`config.mk`:
```
export PLATFORM = sky130hd
export DESIGN_NAME = vga_timing_gen
export DESIGN_NICKNAME = d
export VERILOG_FILES = /design/src/rtl/vga_timing_gen.sv
export SDC_FILE = /design/constraint.sdc
export NUM_CORES = 1
export LEC_CHECK = 0
export ABC_AREA = 0
export CORE_ASPECT_RATIO = 0.6
export CORE_MARGIN = 4
export CORE_UTILIZATION = 36
export DETAILED_ROUTE_END_ITERATION = 8
export PLACE_DENSITY = 0.59
export SYNTH_ARGS = -nofsm -noshare
export SYNTH_HDL_FRONTEND = slang
export SYNTH_SLANG_ARGS = --single-unit
```
`constraint.sdc`:
```
create_clock -name clk -period 5 [get_ports clk]
set_input_delay 0.75 -clock clk [delete_from_list [all_inputs] [get_ports clk]]
set_output_delay 0.75 -clock clk [all_outputs]
set_load 0.01 [all_outputs]
```
`src/rtl/vga_timing_gen.sv`:
```
// vga_timing_gen: parametrised VGA raster timing generator.
// Optional colour bars on rgb when VGA_TIMING_PATTERN_EN is defined.
module vga_timing_gen #(
  parameter int H_ACTIVE = 640,
  parameter int H_FP     = 16,
  parameter int H_SYNC   = 96,
  parameter int H_BP     = 48,
  parameter int V_ACTIVE = 480,
  parameter int V_FP     = 10,
  parameter int V_SYNC   = 2,
  parameter int V_BP     = 33,
  parameter int HS_POL   = 0,
  parameter int VS_POL   = 0,
  parameter int CNT_W    = 10
) (
  input  logic             clk,
  input  logic             reset,
  input  logic             pix_en,
  output logic [CNT_W-1:0] h_count,
  output logic [CNT_W-1:0] v_count,
  output logic             hsync,
  output logic             vsync,
  output logic             disp_en,
  output logic             line_end,
  output logic             frame_start
`ifdef VGA_TIMING_PATTERN_EN
  ,output logic [11:0]     rgb
`endif
);

  localparam int H_TOTAL = H_ACTIVE + H_FP + H_SYNC + H_BP;
  localparam int V_TOTAL = V_ACTIVE + V_FP + V_SYNC + V_BP;

  localparam logic [CNT_W-1:0] H_LAST = CNT_W'(H_TOTAL - 1);
  localparam logic [CNT_W-1:0] V_LAST = CNT_W'(V_TOTAL - 1);
  localparam logic [CNT_W-1:0] H_ACT  = CNT_W'(H_ACTIVE);
  localparam logic [CNT_W-1:0] V_ACT  = CNT_W'(V_ACTIVE);
  localparam logic [CNT_W-1:0] H_SS   = CNT_W'(H_ACTIVE + H_FP);
  localparam logic [CNT_W-1:0] H_SE   = CNT_W'(H_ACTIVE + H_FP + H_SYNC);
  localparam logic [CNT_W-1:0] V_SS   = CNT_W'(V_ACTIVE + V_FP);
  localparam logic [CNT_W-1:0] V_SE   = CNT_W'(V_ACTIVE + V_FP + V_SYNC);
  localparam logic [CNT_W-1:0] ONE    = CNT_W'(1);

  localparam logic HS_ON = 1'(HS_POL);
  localparam logic VS_ON = 1'(VS_POL);

  logic [CNT_W-1:0] h_q, h_d;
  logic [CNT_W-1:0] v_q, v_d;
  logic             hs_q, hs_d;
  logic             vs_q, vs_d;
  logic             de_q, de_d;
  logic             le_q, le_d;
  logic             fs_q, fs_d;

  // Next raster position for the coming pixel strobe.
  always_comb begin
    h_d = h_q;
    v_d = v_q;
    if (h_q < H_LAST) begin
      h_d = h_q + ONE;
    end else begin
      h_d = '0;
      if (v_q < V_LAST) begin
        v_d = v_q + ONE;
      end else begin
        v_d = '0;
      end
    end
  end

  // Decode from the next position so registered flags line up with counts.
  always_comb begin
    hs_d = ((h_d >= H_SS) && (h_d < H_SE)) ? HS_ON : ~HS_ON;
    vs_d = ((v_d >= V_SS) && (v_d < V_SE)) ? VS_ON : ~VS_ON;
    de_d = (h_d < H_ACT) && (v_d < V_ACT);
    le_d = (h_d == H_LAST);
    fs_d = (h_d == '0) && (v_d == '0);
  end

  // Counter and decode registers; everything holds between pixel strobes.
  always_ff @(posedge clk) begin
    if (!reset) begin
      h_q  <= '0;
      v_q  <= '0;
      hs_q <= ~HS_ON;
      vs_q <= ~VS_ON;
      de_q <= 1'b0;
      le_q <= 1'b0;
      fs_q <= 1'b0;
    end else if (pix_en) begin
      h_q  <= h_d;
      v_q  <= v_d;
      hs_q <= hs_d;
      vs_q <= vs_d;
      de_q <= de_d;
      le_q <= le_d;
      fs_q <= fs_d;
    end
  end

  assign h_count     = h_q;
  assign v_count     = v_q;
  assign hsync       = hs_q;
  assign vsync       = vs_q;
  assign disp_en     = de_q;
  assign line_end    = le_q;
  assign frame_start = fs_q;

`ifdef VGA_TIMING_PATTERN_EN
  localparam int BAR_W = H_ACTIVE / 8;

  logic [2:0]  bar_d;
  logic [11:0] rgb_q, rgb_d;

  // Bar index by threshold compares, avoiding a divider.
  always_comb begin
    bar_d = 3'd0;
    for (int k = 1; k < 8; k++) begin
      if (h_d >= CNT_W'(k * BAR_W)) begin
        bar_d = 3'(k);
      end
    end
  end

  // Bar colour, blanked outside the visible window.
  always_comb begin
    rgb_d = 12'h000;
    if (de_d) begin
      unique case (bar_d)
        3'd0:    rgb_d = 12'hFFF;
        3'd1:    rgb_d = 12'hFF0;
        3'd2:    rgb_d = 12'h0FF;
        3'd3:    rgb_d = 12'h0F0;
        3'd4:    rgb_d = 12'hF0F;
        3'd5:    rgb_d = 12'hF00;
        3'd6:    rgb_d = 12'h00F;
        default: rgb_d = 12'h000;
      endcase
    end
  end

  // Pixel colour register, aligned with disp_en.
  always_ff @(posedge clk) begin
    if (!reset) begin
      rgb_q <= 12'h000;
    end else if (pix_en) begin
      rgb_q <= rgb_d;
    end
  end

  assign rgb = rgb_q;
`endif

endmodule

```
Word-level counts from Yosys, hierarchy flattened
Index checks and enable logic that the tools add are counted. Widths: inputs -> output; s select.

Add/sub/neg operators: 2. $lt $le $gt $ge: 8. Eq/ne operators: 1. Muxes and demuxes: 5. Reduce and logical (&&, ||, !) cells: 6.

Operator list (number): $lt 10x10->1 const B (4); $mux 10 (3); $add 10x1->10 const B (2); $logic_not 10->1 (2); $lt 10x9->1 const B (2); $eq 10x10->1 const B (1); $ge 10x10->1 const B (1); $ge 10x9->1 const B (1); $logic_and 1x1->1 (4); $mux 1 (2).

Register bits after elaboration: 25. Output and inout port bits: 25. Logic and storage cells: 29.

Logic depth before layout (Yosys ltp)
Gate-level depths: netlist (run 1).

Word-level depth: 6. Gate-level depth with buffers: 9.

Worst setup path after synthesis (run 1)
Ideal clock, no wire load.

Path kind: register to register. From: register h_q[0], in the netlist h_count[0]. To: register vs_q, in the netlist vsync. Arrival time: 2115 ps. Required time: 4875 ps. Setup slack: 2761 ps. Stages on the path, launching flop included: 9. Path buffers: 0. Cells stage by stage: dfxtp_1 > ha_1 > nand4_1 > a21o_1 > or3_1 > a21oi_1 > nand4b_4 > nor3b_2 > a22oi_1.

Cells in the longest elaborated chain, start to end: 5. Elaborated cells on any way between the ends: 6. Those cells by class: order compare (3); mux (2); reduce/logical (1).

RTL lines: start: declaration (RTL line 47) `logic [CNT_W-1:0] h_q, h_d;`; start signal: assignment (RTL line 83) `h_q <= '0;`; start signal: assignment (RTL line 91) `h_q <= h_d;`; $lt 10x10->1 (*) (RTL line 59) `if (h_q < H_LAST) begin`; $mux 10 (*) (RTL line 59); $ge 10x9->1 / $lt 10x9->1 (equally long branches) (RTL line 74) `vs_d = ((v_d >= V_SS) && (v_d < V_SE)) ? VS_ON : ~VS_ON;`; $logic_and 1x1->1 (*) (RTL line 74); $mux 1 (*) (RTL line 74); end signal: assignment (RTL line 86) `vs_q <= ~VS_ON;`; end signal: assignment (RTL line 94) `vs_q <= vs_d;`; end: declaration (RTL line 50) `logic vs_q, vs_d;`.

Every way passes the cells marked *; elsewhere a longest branch is shown, timed or not. A chain may end at the register's enable or synchronous reset.

Worst setup path after layout (run 1)
From: register h_q[0], in the netlist h_count[0]. To: register fs_q, in the netlist frame_start.

Cells in the longest elaborated chain, start to end: 4. Elaborated cells on any way between the ends: 7. Those cells by class: add/sub (1); order compare (1); mux (2); reduce/logical (3).

RTL lines: $add 10x1->10 / $lt 10x10->1 (equally long branches) (RTL line 60, 59); $mux 10 (RTL line 59); $logic_not 10->1 (RTL line 77) `fs_d = (h_d == '0) && (v_d == '0);`; $logic_and 1x1->1 (*) (RTL line 77); end signal: assignment (RTL line 97) `fs_q <= fs_d;`; end: declaration (RTL line 53) `logic fs_q, fs_d;`.

Marks and branches as above.

==> reports/qor.txt, run 1 <==
Synth top cells by count: dfxtp_1, nand2_1, o21ai_0
Slowest cell on crit path: a21oi_1
Core outline area: 4636 sq um
Worst Reg-to-Reg Cells: 8
Synth Register Bits: 25
Worst R2R Setup Slack: 1.90 ns
PD cells: 176.1 nW/um^2
Vias in the first global route: 1456
Initial Utilization: 37.65%
Kind of critical path: flip-flop to flip-flop
Dominant cells by area after synthesis: dfxtp_1, o21ai_0, nand3_1
Largest net degree at the start of global routing: 33
Fin area: 2074 sq um
I/O Buffers: 27
Syn Inst Count: 226
Worst R2R Start: h_count[0]
HP Class: flip-flop to flip-flop
Worst vdd ir: 0.09314 mV
WL per Instance: 14.97 microns
Antenna Violating Nets Remaining: 0
Maximum fanout along the worst path: 14
Maxcap violations: 0
CP Data Arrival Time: 3.32 ns
Post-Syn Area per Cell: 7.723 sq um
Routed wire length: 4565 microns
Post_cts resized: 0
Clk Latency, worst-skew pair: 0.28 ns
Clock root cell: clkbuf_8
Initial antenna violation count: 0
Share of cells above drive strength 1: 6.198%
CP endpoint kind: flip-flop
Die Ht: 61.94 microns
EDFF count, synth: 0
Final Total Pwr: 0.3654 mW
Fillers: 478
Via Count: 1717
CTS buffer count: 3
Seq/Total Area, Yosys: 28.67%
Worst slew margin: 27.92%
Crit-path max cell delay: 0.87 ns
Die X: 97.89 microns
Global placement routability congestion: 0.8623
Setup_tns: 0 ns
DRT Pass-1 Iters: 4
Clock Path Buffers: 2
Most frequent cell after synthesis: dfxtp_1
CTS tree: built
Unrepaired setup endpoints after global routing: no
Die ar.: 6063 sq um
DRT iter0 DRCs: 76
# nets final: 248
I/O pin cnt: 28
Remaining DRCs: 0
Synthesis Warnings: 0
Worst R2R End: frame_start
Antenna diodes: 0
Dpl hpwl: 3321 microns
FMAX: 0.3229 GHz
Final Cycle Share: 61.94%
Netlist Area Pre-Place: 1745 sq um
Hold Slack: 0.4797 ns
Critical path startpoint category: flip-flop
Hold-fix buffers at CTS: 0
Crit-path cells: ha_1 -> nand4_1 -> a21oi_1 -> o21ai_1 -> a22oi_1 -> nand3_1 -> nor4_1 -> a32o_1
Asr flop ratio synth: 0%
Number of core rows: 19
CP Capture Point: frame_start
Leakage: 0.7195 nW
Vias per Instance: 5.630
First-pass GRT wire length: 7265 microns
Clock-pin slew on the worst setup and hold paths: 0.09 ns
H-tree levels: 1
Post-CTS setup buffers: 0
Global route overflow: 0
Slew Limit Fails: 0
Slew @ Worst Pin: 1.068 ns
Post-synth cell types: 52
Syn_nets: 231
Endpoints failing setup: 0
CP required: 5.23 ns
Area leader, netlist: dfxtp_1
Overall Global Routing Usage: 15.04%
Area grow syn2layout: 18.85%
TritonCTS Sinks: 25
Main synth FF type: dfxtp_1
DP Area: 2028 sq um
Status: complete, no violations
Min Tclk post-route: 3.097 ns
Synth top area share: 28.67%
CP Launch Point: h_count[0]
Final hold violation count: 0
Clock skew: 0.005297 ns
-- power by group --
part | internal (mW) | switching, mW
logic | 0.0167 | 0.0166
registers | 0.202 | 0.00522
clock network | 0.0559 | 0.0690
-- registers in the layout, indices dropped and copies added, names as in the netlist --
signal / flops
disp_en: 1
frame_start: 1
h_count: 10
hsync: 1
line_end: 1
v_count: 10
vsync: 1
-- per-stage QoR --
step / util (%) / setup slack [ns] / instances
after floorplan: - / 2.761 / 226
after global placement: 43.75 / 2.073 / 301
after detailed placement: 43.75 / 2.001 / 301
after CTS: 44.75 / 1.951 / 305
after global routing: 44.75 / 1.597 / 305
final: 44.75 / 1.903 / 305
-- kinds of logic (layout without fill, tap and decap cells) --
group / Yosys count / in the layout / synth area share (%)
AND/OR/NAND/NOR: 105 / 105 / 34.19
adder cells (fa/ha/maj): 2 / 2 / 1.433
multiplexers: 6 / 6 / 3.441
flip-flops: 25 / 25 / 28.67
buffers and inverters: 22 / 38 / 5.520
AO/OA/AOI/OAI: 61 / 61 / 24.23
XOR/XNOR: 5 / 5 / 2.509
-- area by class of cell --
| class | count | area (sq um) | share of cell area [%] |
|---|---|---|---|
| timing repair buffer | 28 | 277.8 | 13.39 |
| clock inverter | 1 | 5.005 | 0.2413 |
| sequential | 25 | 500.5 | 24.13 |
| tap | 63 | 78.83 | 3.800 |
| inverter | 6 | 22.52 | 1.086 |
| multi-input combinational | 179 | 1149 | 55.37 |
| clock buffer | 3 | 41.29 | 1.990 |
-- worst max-delay path, delay by kind of cell (launching register included) --
family                     cells  cell delay [ns]
AOI/OAI and AO/OA              4             1.59
and+or+nand+nor                3             0.63
DFF                            1             0.47
adders and majority gates      1             0.36
-- cells in the final DEF (no fill, tap or decap), drive strengths merged, types with 3 or more instances in the layout --
cell type | synthesis | routed
xnor2 | 4 | 4
nor4 | 4 | 4
nand2 | 19 | 19
nor3b | 3 | 3
and3 | 3 | 3
o211a | 3 | 3
inv | 6 | 6
nor2 | 12 | 12
nor3 | 9 | 9
nand3 | 15 | 15
clkdlybuf4s50 | 0 | 27
o21ai | 19 | 19
a21boi | 4 | 4
a22oi | 3 | 3
nor2b | 10 | 10
a21oi | 13 | 13
nand2b | 3 | 3
mux2i | 6 | 6
dfxtp | 25 | 25
o21a | 6 | 6
nand4 | 10 | 10
clkbuf | 9 | 3
o31ai | 3 | 3
and2 | 9 | 9
-- metal layers --
layer | GRT usage [%] | routed length, microns
met1 | 23.69 | 2491
met2 | 20.21 | 1673
met3 | 4.013 | 381
met4 | 2.367 | 18
met5 | 0 | 0
-- how the worst min path moves through the flow --
stage                       start  endpoint  slack (ns)  cells past startpoint
final                     disp_en   disp_en        0.48                      2
after floorplan             vsync     vsync        0.49                      2
after global placement    disp_en   disp_en        0.47                      2
after detailed placement  disp_en   disp_en        0.47                      2
after global routing      disp_en   disp_en        0.52                      2
after CTS                 disp_en   disp_en        0.48                      2
Power figures use the tool's default switching activity.
==> inputs of run 2 (changes only) <==
--- a/config.mk
+++ b/config.mk
@@ -10,7 +10,7 @@
 export CORE_MARGIN = 4
 export CORE_UTILIZATION = 36
 export DETAILED_ROUTE_END_ITERATION = 8
-export PLACE_DENSITY = 0.59
+export PLACE_DENSITY = 0.62
 export SYNTH_ARGS = -nofsm -noshare
 export SYNTH_HDL_FRONTEND = slang
 export SYNTH_SLANG_ARGS = --single-unit
==> constraint.sdc (replaced) <==
create_clock -name clk -period 2.7 [get_ports clk]
set_input_delay 0.405 -clock clk [delete_from_list [all_inputs] [get_ports clk]]
set_output_delay 0.405 -clock clk [all_outputs]
set_load 0.01 [all_outputs]
==> reports/qor.txt, run 2 (synthesis results as in run 1) <==
Largest net degree at the start of global routing: 33 (unchanged)
Slew @ Worst Pin: 1.124 ns (+0.05668 ns)
PD cells: 315.0 nW/um^2 (+79%)
Critical path startpoint category: flip-flop
I/O pin cnt: 28 (unchanged)
H-tree levels: 1 (unchanged)
Area grow syn2layout: 23.44%
Vias per Instance: 5.478 (-2.7%)
Final Cycle Share: 92.50% (+31 points)
TritonCTS Sinks: 25 (unchanged)
Global route overflow: 0 (unchanged)
Routed wire length: 4610 microns (+0.99%)
Most common cell after layout, fill and taps aside: clkdlybuf4s50_1
Worst vdd ir: 0.1738 mV (+87%)
Hold Slack: 0.4726 ns (-0.007103 ns)
Post-CTS setup buffers: 0 (unchanged)
Final hold violation count: 0 (unchanged)
Die ar.: 6063 sq um (unchanged)
Fillers: 454 (-5.0%)
Initial Utilization: 37.65% (unchanged)
DP Area: 2108 sq um (+3.9%)
CP required: 2.92 ns (-2.31 ns)
Clock Path Buffers: 2 (unchanged)
Clock-pin slew on the worst setup and hold paths: 0.10 ns (about the same)
Hold-fix buffers at CTS: 0 (unchanged)
Endpoints failing setup: 0 (unchanged)
Kind of critical path: flip-flop to flip-flop
Dpl hpwl: 3444 microns (+3.7%)
Die Ht: 61.94 microns (unchanged)
Slew Limit Fails: 0 (unchanged)
Worst R2R End: frame_start
HP Class: flip-flop to flip-flop
Initial antenna violation count: 0 (unchanged)
CP Launch Point: h_count[0]
Maximum fanout along the worst path: 10 (-4)
Setup_tns: 0 ns (unchanged)
Vias in the first global route: 1366 (-6.2%)
Maxcap violations: 0 (unchanged)
Clk Latency, worst-skew pair: 0.27 ns (about the same)
CP Capture Point: frame_start
WL per Instance: 14.68 microns (-1.9%)
Number of core rows: 19 (unchanged)
Slowest cell on crit path: dfxtp_1
Clock root cell: clkbuf_8
Post_cts resized: 0 (unchanged)
Commonest cells after routing, fill and taps aside: clkdlybuf4s50_1, dfxtp_1, nand2_1
CTS tree: built
# nets final: 257 (+3.6%)
Core outline area: 4636 sq um (unchanged)
FMAX: 0.4004 GHz (+24%)
Status: complete, no violations
Worst R2R Start: h_count[0]
Worst slew margin: 24.09% (-3.8 points)
Antenna diodes: 0 (unchanged)
Worst Reg-to-Reg Cells: 9 (+1)
CP endpoint kind: flip-flop
Clock skew: 0.007252 ns (+0.001955 ns)
CP Data Arrival Time: 2.72 ns (-0.60 ns)
Min Tclk post-route: 2.498 ns (-0.5996 ns)
Antenna Violating Nets Remaining: 0 (unchanged)
Share of cells above drive strength 1: 9.562% (+3.4 points)
Via Count: 1720 (+0.17%)
Worst R2R Setup Slack: 0.20 ns (-1.70 ns)
Global placement routability congestion: 0.9100 (+5.5%)
Leakage: 0.7699 nW (+7.0%)
I/O Buffers: 27 (unchanged)
Crit-path cells: ha_1 -> nand4_1 -> a21oi_1 -> buf_4 -> o21ai_1 -> a22oi_1 -> nand3_1 -> nor4_1 -> a32o_1
Crit-path max cell delay: 0.47 ns (-0.40 ns)
Remaining DRCs: 0 (unchanged)
DRT Pass-1 Iters: 5 (+1)
Final Total Pwr: 0.6788 mW (+86%)
Fin area: 2155 sq um (+3.9%)
DRT iter0 DRCs: 110 (+45%)
CTS buffer count: 3 (unchanged)
Unrepaired setup endpoints after global routing: no
DP Worst Slack: 0.2902 ns (-1.710 ns)
Die X: 97.89 microns (unchanged)
Final critical-path setup slack: 0.2024 ns (-1.700 ns)
Overall Global Routing Usage: 15.14% (+0.098 points)
First-pass GRT wire length: 7258 microns (about the same)
## run 2: stage by stage
| stage | util, % | std cells |
|---|---|---|
| after global placement | 45.48 | 310 |
| after detailed placement | 45.48 | 310 |
| final | 46.48 | 314 |
| after CTS | 46.48 | 314 |
| after global routing | 46.48 | 314 |
| after floorplan | - | 226 |
## run 2: report_power, final
| part | leakage (nW) | internal, mW | total, mW | switching [mW] |
|---|---|---|---|---|
| Clock | 0.0255 | 0.103 | 0.229 | 0.126 |
| Sequential | 0.203 | 0.374 | 0.384 | 0.00961 |
| Combinational | 0.542 | 0.0339 | 0.0656 | 0.0318 |
| Total | 0.770 | 0.511 | 0.679 | 0.167 |
## run 2: worst min-delay path by stage
stage	from	end	slack, ns	cells after the start
finish	disp_en	disp_en	0.47	2
global route	disp_en	disp_en	0.49	2
CTS	disp_en	disp_en	0.47	2
detailed placement	disp_en	disp_en	0.46	2
global placement	disp_en	disp_en	0.46	2
floorplan	vsync	vsync	0.49	2
## run 2: layout make-up
class	count	area, sq um	share of cell area (%)
clock buffers	3	41.29	1.916
clock inverters	1	5.005	0.2323
inverters	6	22.52	1.045
multi-input cells	179	1149	53.31
flip-flops and latches	25	500.5	23.23
well taps	63	78.83	3.659
repair buffers	37	357.8	16.61
## run 2: critical path, delay by kind of cell (launching register included)
kind | cells | cell delay [ns]
flip-flops | 1 | 0.47
adder cells (fa/ha/maj) | 1 | 0.21
AND/OR/NAND/NOR | 3 | 0.71
AO/OA/AOI/OAI | 4 | 0.84
buffers and inverters | 1 | 0.21
## run 2: routing by layer
metal | global-route usage (%) | share of wire (%)
met1 | 25.17 | 57
met2 | 18.57 | 35
met3 | 4.236 | 7.5
met4 | 1.775 | 0.39
met5 | 0 | 0
==> inputs of run 3 (changes only) <==
--- a/config.mk
+++ b/config.mk
@@ -6,11 +6,15 @@
 export NUM_CORES = 1
 export LEC_CHECK = 0
 export ABC_AREA = 0
+export CELL_PAD_IN_SITES_DETAIL_PLACEMENT = 1
+export CELL_PAD_IN_SITES_GLOBAL_PLACEMENT = 1
 export CORE_ASPECT_RATIO = 0.6
 export CORE_MARGIN = 4
-export CORE_UTILIZATION = 36
+export CORE_UTILIZATION = 35
+export CTS_CLUSTER_DIAMETER = 100
 export DETAILED_ROUTE_END_ITERATION = 8
-export PLACE_DENSITY = 0.62
+export PLACE_DENSITY = 0.77
+export RECOVER_POWER = 50
 export SYNTH_ARGS = -nofsm -noshare
 export SYNTH_HDL_FRONTEND = slang
 export SYNTH_SLANG_ARGS = --single-unit
==> reports/qor.txt, run 3 (synthesis results as in run 1) <==
Status: complete, no violations
DRT Pass-1 Iters: 4 (-1)
Final core utilization: 45.85% (-0.63 points)
Maximum fanout along the worst path: 10 (unchanged)
TritonCTS Sinks: 25 (unchanged)
DP Worst Slack: 0.2302 ns (-0.05997 ns)
Slew @ Worst Pin: 0.8448 ns (-0.2796 ns)
Initial antenna violation count: 0 (unchanged)
Final std cells w/o fill: 315 (+0.32%)
Dpl hpwl: 4255 microns (+24%)
# nets final: 258 (+0.39%)
Worst R2R Setup Slack: 0.24 ns (+0.04 ns)
Clk Latency, worst-skew pair: 0.27 ns (about the same)
CP Launch Point: h_count[0]
HP Class: flip-flop to flip-flop
Number of core rows: 19 (unchanged)
H-tree levels: 1 (unchanged)
Final Total Pwr: 0.6801 mW (+0.19%)
Antenna diodes: 0 (unchanged)
Area grow syn2layout: 23.01%
Initial Utilization: 37.27% (-0.38 points)
Worst R2R Start: h_count[0]
Hold-fix buffers at CTS: 0 (unchanged)
Hold Slack: 0.4730 ns (+0.0004220 ns)
Global placement routability congestion: 0.9063 (-0.41%)
Slew Limit Fails: 0 (unchanged)
Setup_tns: 0 ns (unchanged)
Share of cells above drive strength 1: 9.524% (-0.038 points)
Routed wire length: 5552 microns (+20%)
Worst Reg-to-Reg Cells: 9 (unchanged)
I/O Buffers: 27 (unchanged)
Unrepaired setup endpoints after global routing: no
Largest net degree at the start of global routing: 17 (-48%)
Vias per Instance: 5.695 (+4.0%)
Overall Global Routing Usage: 18.49% (+3.4 points)
Critical path startpoint category: flip-flop
Die ar.: 6218 sq um (+2.6%)
FMAX: 0.4069 GHz (+1.6%)
DP Area: 2103 sq um (-0.24%)
Clock Path Buffers: 2 (unchanged)
Fin area: 2147 sq um (-0.35%)
First-pass GRT wire length: 9418 microns (+30%)
CTS tree: built
Worst R2R End: frame_start
Die X: 99.17 microns (+1.3%)
Vias in the first global route: 1713 (+25%)
WL per Instance: 17.63 microns (+20%)
Die Ht: 62.70 microns (+1.2%)
CP Data Arrival Time: 2.68 ns (-0.04 ns)
Clock-pin slew on the worst setup and hold paths: 0.09 ns (about the same)
PD cells: 316.7 nW/um^2 (+0.54%)
Via Count: 1794 (+4.3%)
Worst vdd ir: 0.1377 mV (-21%)
Final hold violation count: 0 (unchanged)
CP endpoint kind: flip-flop
Post-CTS setup buffers: 0 (unchanged)
CP Capture Point: frame_start
Endpoints failing setup: 0 (unchanged)
Leakage: 0.8159 nW (+6.0%)
Clock skew: 0.004865 ns (-0.002387 ns)
Worst slew margin: 42.96% (+19 points)
DRT iter0 DRCs: 180 (+64%)
Global route overflow: 0 (unchanged)
Kind of critical path: flip-flop to flip-flop
Core outline area: 4683 sq um (+1.0%)
Commonest cells after routing, fill and taps aside: dfxtp_1, dlygate4sd3_1, nand2_1
Maxcap violations: 0 (unchanged)
Clock root cell: clkbuf_8
Final Cycle Share: 91.02% (-1.5 points)
I/O pin cnt: 28 (unchanged)
Antenna Violating Nets Remaining: 0 (unchanged)
Most common cell after layout, fill and taps aside: dfxtp_1
WHS Path Cells: 2 (unchanged)
Placed cells: 311 (+0.32%)
CP required: 2.92 ns (about the same)
Remaining DRCs: 0 (unchanged)
CTS buffer count: 3 (unchanged)
Min Tclk post-route: 2.457 ns (-0.04015 ns)
Final critical-path setup slack: 0.2426 ns (+0.04015 ns)
## run 3: cell types whose count changed in the layout (fill, tap and decap cells not counted), sizes merged
cell / previous run / this run
clkbuf: 3 / 5
clkinv: 1 / 0
clkdlybuf4s50: 27 / 6
dlygate4sd3: 0 / 21
## run 3: worst min path at each step
stage,slack (ns),to,startpoint
finish,0.47,disp_en,disp_en
global route,0.50,disp_en,disp_en
CTS,0.48,disp_en,disp_en
detailed placement,0.47,frame_start,frame_start
floorplan,0.49,vsync,vsync
global placement,0.46,disp_en,disp_en
## run 3: cell type report
| class | instances | area, sq um |
|---|---|---|
| repair buffers | 38 | 349.1 |
| fillers | 581 | 2536 |
| well taps | 63 | 78.83 |
| multi-input cells | 179 | 1151 |
| inverters | 6 | 22.52 |
| flip-flops and latches | 25 | 500.5 |
| clock buffers | 4 | 45.04 |
## run 3: critical path: stages (launching register included)
cell and delay, ns:
dfxtp_1 0.47, ha_2 0.30, nand4_1 0.20, a21oi_1 0.23, buf_4 0.21, o21ai_1 0.08
a22oi_1 0.30, nand3_1 0.12, nor4_1 0.26, a32o_1 0.22
## run 3: what timing repair did
action,in CTS,in global routing
hold endpoints to repair,0,0
setup endpoints to repair,0,1
gates resized for setup,0,2
## run 3: power by group
part	switching, mW	total [mW]	internal (mW)
Sequential	0.00872	0.383	0.374
Clock	0.127	0.233	0.106
Combinational	0.0334	0.0644	0.0310
## run 3: per-layer routing
layer,up-vias,GRT usage [%],share of wire [%]
met3,2,4.125,6.8
met1,848,31.23,55
li1,883,-,-
met4,0,2.215,0.34
met5,-,0,0
met2,61,23.08,37
==> patch: new RTL, settings of run 2 <==
Set the parameter `CNT_W` to 20 (it was 10).
--- a/src/rtl/vga_timing_gen.sv
+++ b/src/rtl/vga_timing_gen.sv
@@ -11,7 +11,7 @@
   parameter int V_BP     = 33,
   parameter int HS_POL   = 0,
   parameter int VS_POL   = 0,
-  parameter int CNT_W    = 10
+  parameter int CNT_W    = 20
 ) (
   input  logic             clk,
   input  logic             reset,
Ports: changed (resized h_count and v_count); port bits go from 28 to 48. The function was not compared with the original's and may differ.
==> patch against run 2 <==
Sequential cell count grew 20. Synthesized area grew 54%. Routed wire length grew 78%. Power grew 120%. Worst setup slack lost 0.023 ns. Sequential share of layout area grew 2.6 points. Final area grew 62%. Die area grew 48%. Critical endpoint unchanged. Highest routed layer unchanged.
==> patch: results (changes against run 2) <==
status=complete, no violations; Leakage Power=1.223 nW (+59%); Peak VDD IR=0.2390 mV (+38%); top post-synthesis cells by count=dfxtp_1, nor2_1, nand2_1; PortBufs=47 (+74%); total CTS buffers=5 (+2); Placer Congestion=0.9142 (+0.46%); CP Max Fanout=21 (+11); r2r setup slk=0.18 ns (-0.02 ns); hold depth=2 (unchanged); 1st-iter DRT viols=300 (+170%); layout cells sized above 1=12.11% (+2.5 points); placed cells=476 (+54%); vias in the first global route=2355 (+72%); WL final=8.202 mm (+78%); skew final=0.006919 ns (-0.0003328 ns); sequential area share after synthesis=33.54% (+4.9 points); H-tree depth=2 (+1); Avg Inst Size Synth=8.165 µm² (+5.7%); root buffer cell=clkbuf_16; Hold Path Sink=disp_en; Crit. Startpoint=h_count[0]; R2R cell count=7 (-2); RR Endpoint=frame_start; global-route usage over all layers=17.72% (+2.6 points); Fillers=705 (+55%); worst slew pin tran=0.7854 ns (-0.3389 ns); first-pass iteration count of the detailed router=7 (+2); Diodes inserted=0 (unchanged); DR vias=2751 (+60%); syn nets=334 (+45%); Async S/R FF share, synth=0% (unchanged); RR Startpoint=h_count[0]; Reg clk slew, reported paths=0.07 ns (-0.03 ns); Layout Nets=384 (+49%); YS warnings=0 (unchanged); initial antenna violation count=0 (unchanged); Tightest Hold Check Type=flip-flop to flip-flop; post-DR vias/cell=5.684 (+3.8%); Max Buffers Root-to-Sink=2 (unchanged); Clk Latency, worst-skew pair=0.29 ns (+0.02 ns); largest cells by area after synthesis=dfxtp_1, nor2_1, nand2_1; min-delay src=disp_en; GRT overflow=0 (unchanged); first-pass GRT wire length=12.75 mm (+76%); largest net degree at the start of global routing=23 (-30%); WS Path Type=flip-flop to flip-flop; synth unique cells=63 (+21%); DPL Wire Length=5.958 mm (+73%)
-- patch: cell types whose count changed in the layout (fill, tap and decap cells not counted), moves of 5 or more --
cell             delta
nor2_1             +27
clkdlybuf4s50_1    +20
dfxtp_1            +20
nand2_1            +13
buf_4               +9
a21oi_1             +8
nor2b_1             -8
a31oi_1             +6
and2_1              +6
o21a_1              -6
clkbuf_16           +5
nor3_1              +5
-- patch: cell families after synthesis --
group / after synthesis / synth area share (%)
simple gates: 161 / 34.23
compound gates: 82 / 22.82
fa+ha+maj: 2 / 0.9314
buf+inv: 28 / 4.751
mux: 3 / 1.118
xor+xnor: 8 / 2.608
flops: 45 / 33.54
-- patch: layout make-up --
class                           count  area, µm²  area share [%]
Timing Repair Buffer               65      605.6           17.35
Inverter                            6      22.52          0.6452
Clock inverter                      3      46.29           1.326
Sequential cell                    45      900.9           25.81
Clock buffer                        5      125.1           3.584
Tap cell                          104      130.1           3.728
Multi-Input combinational cell    256       1660           47.56
-- patch: metrics by stage --
stage                     cell area (µm²)  total power [W]  worst slack [ns]  hold WS, ns
after global placement               3317        0.0007959            0.3133       0.4389
after detailed placement             3317        0.0007959            0.2443       0.4408
final                                3491         0.001495            0.1793       0.4447
after CTS                            3488         0.001501            0.2016       0.4501
after global routing                 3491         0.001536           0.05651       0.4684
after floorplan                      2686        0.0007554            0.4837       0.4697
-- patch: critical path: stages (launching register included) --
cell	delay, ns
dfxtp_1	0.47
ha_2	0.32
nand4_4	0.16
a21oi_4	0.34
nor2_4	0.19
a221oi_1	0.44
o311ai_1	0.24
o31ai_1	0.26
-- patch: how the worst max path moves through the flow --
stage                       end  cells after the start
finish              frame_start                      7
global route        frame_start                      7
CTS                       vsync                      7
detailed placement        vsync                      7
global placement          vsync                      7
floorplan                 vsync                      7
-- patch: power by group --
part           switching (W)  internal (W)
clock               0.000274      0.000438
combinational      0.0000570     0.0000458
sequential        0.00000931      0.000671
total               0.000340       0.00115
-- patch: routing by layer --
metal | global-route usage [%] | vias up | wire length (µm)
met4 | 3.173 | 0 | 104
met1 | 27.98 | 1279 | 4096
met5 | 0 | - | 0
met2 | 23.75 | 139 | 3122
met3 | 4.805 | 18 | 878
li1 | - | 1315 | -
-- patch: repair_timing --
| action | CTS | global route |
|---|---|---|
| setup buffers | 0 | 0 |
| endpoints found under the hold margin | 0 | 0 |
| endpoints found under the setup margin | 0 | 1 |
| gates resized for setup | 0 | 1 |
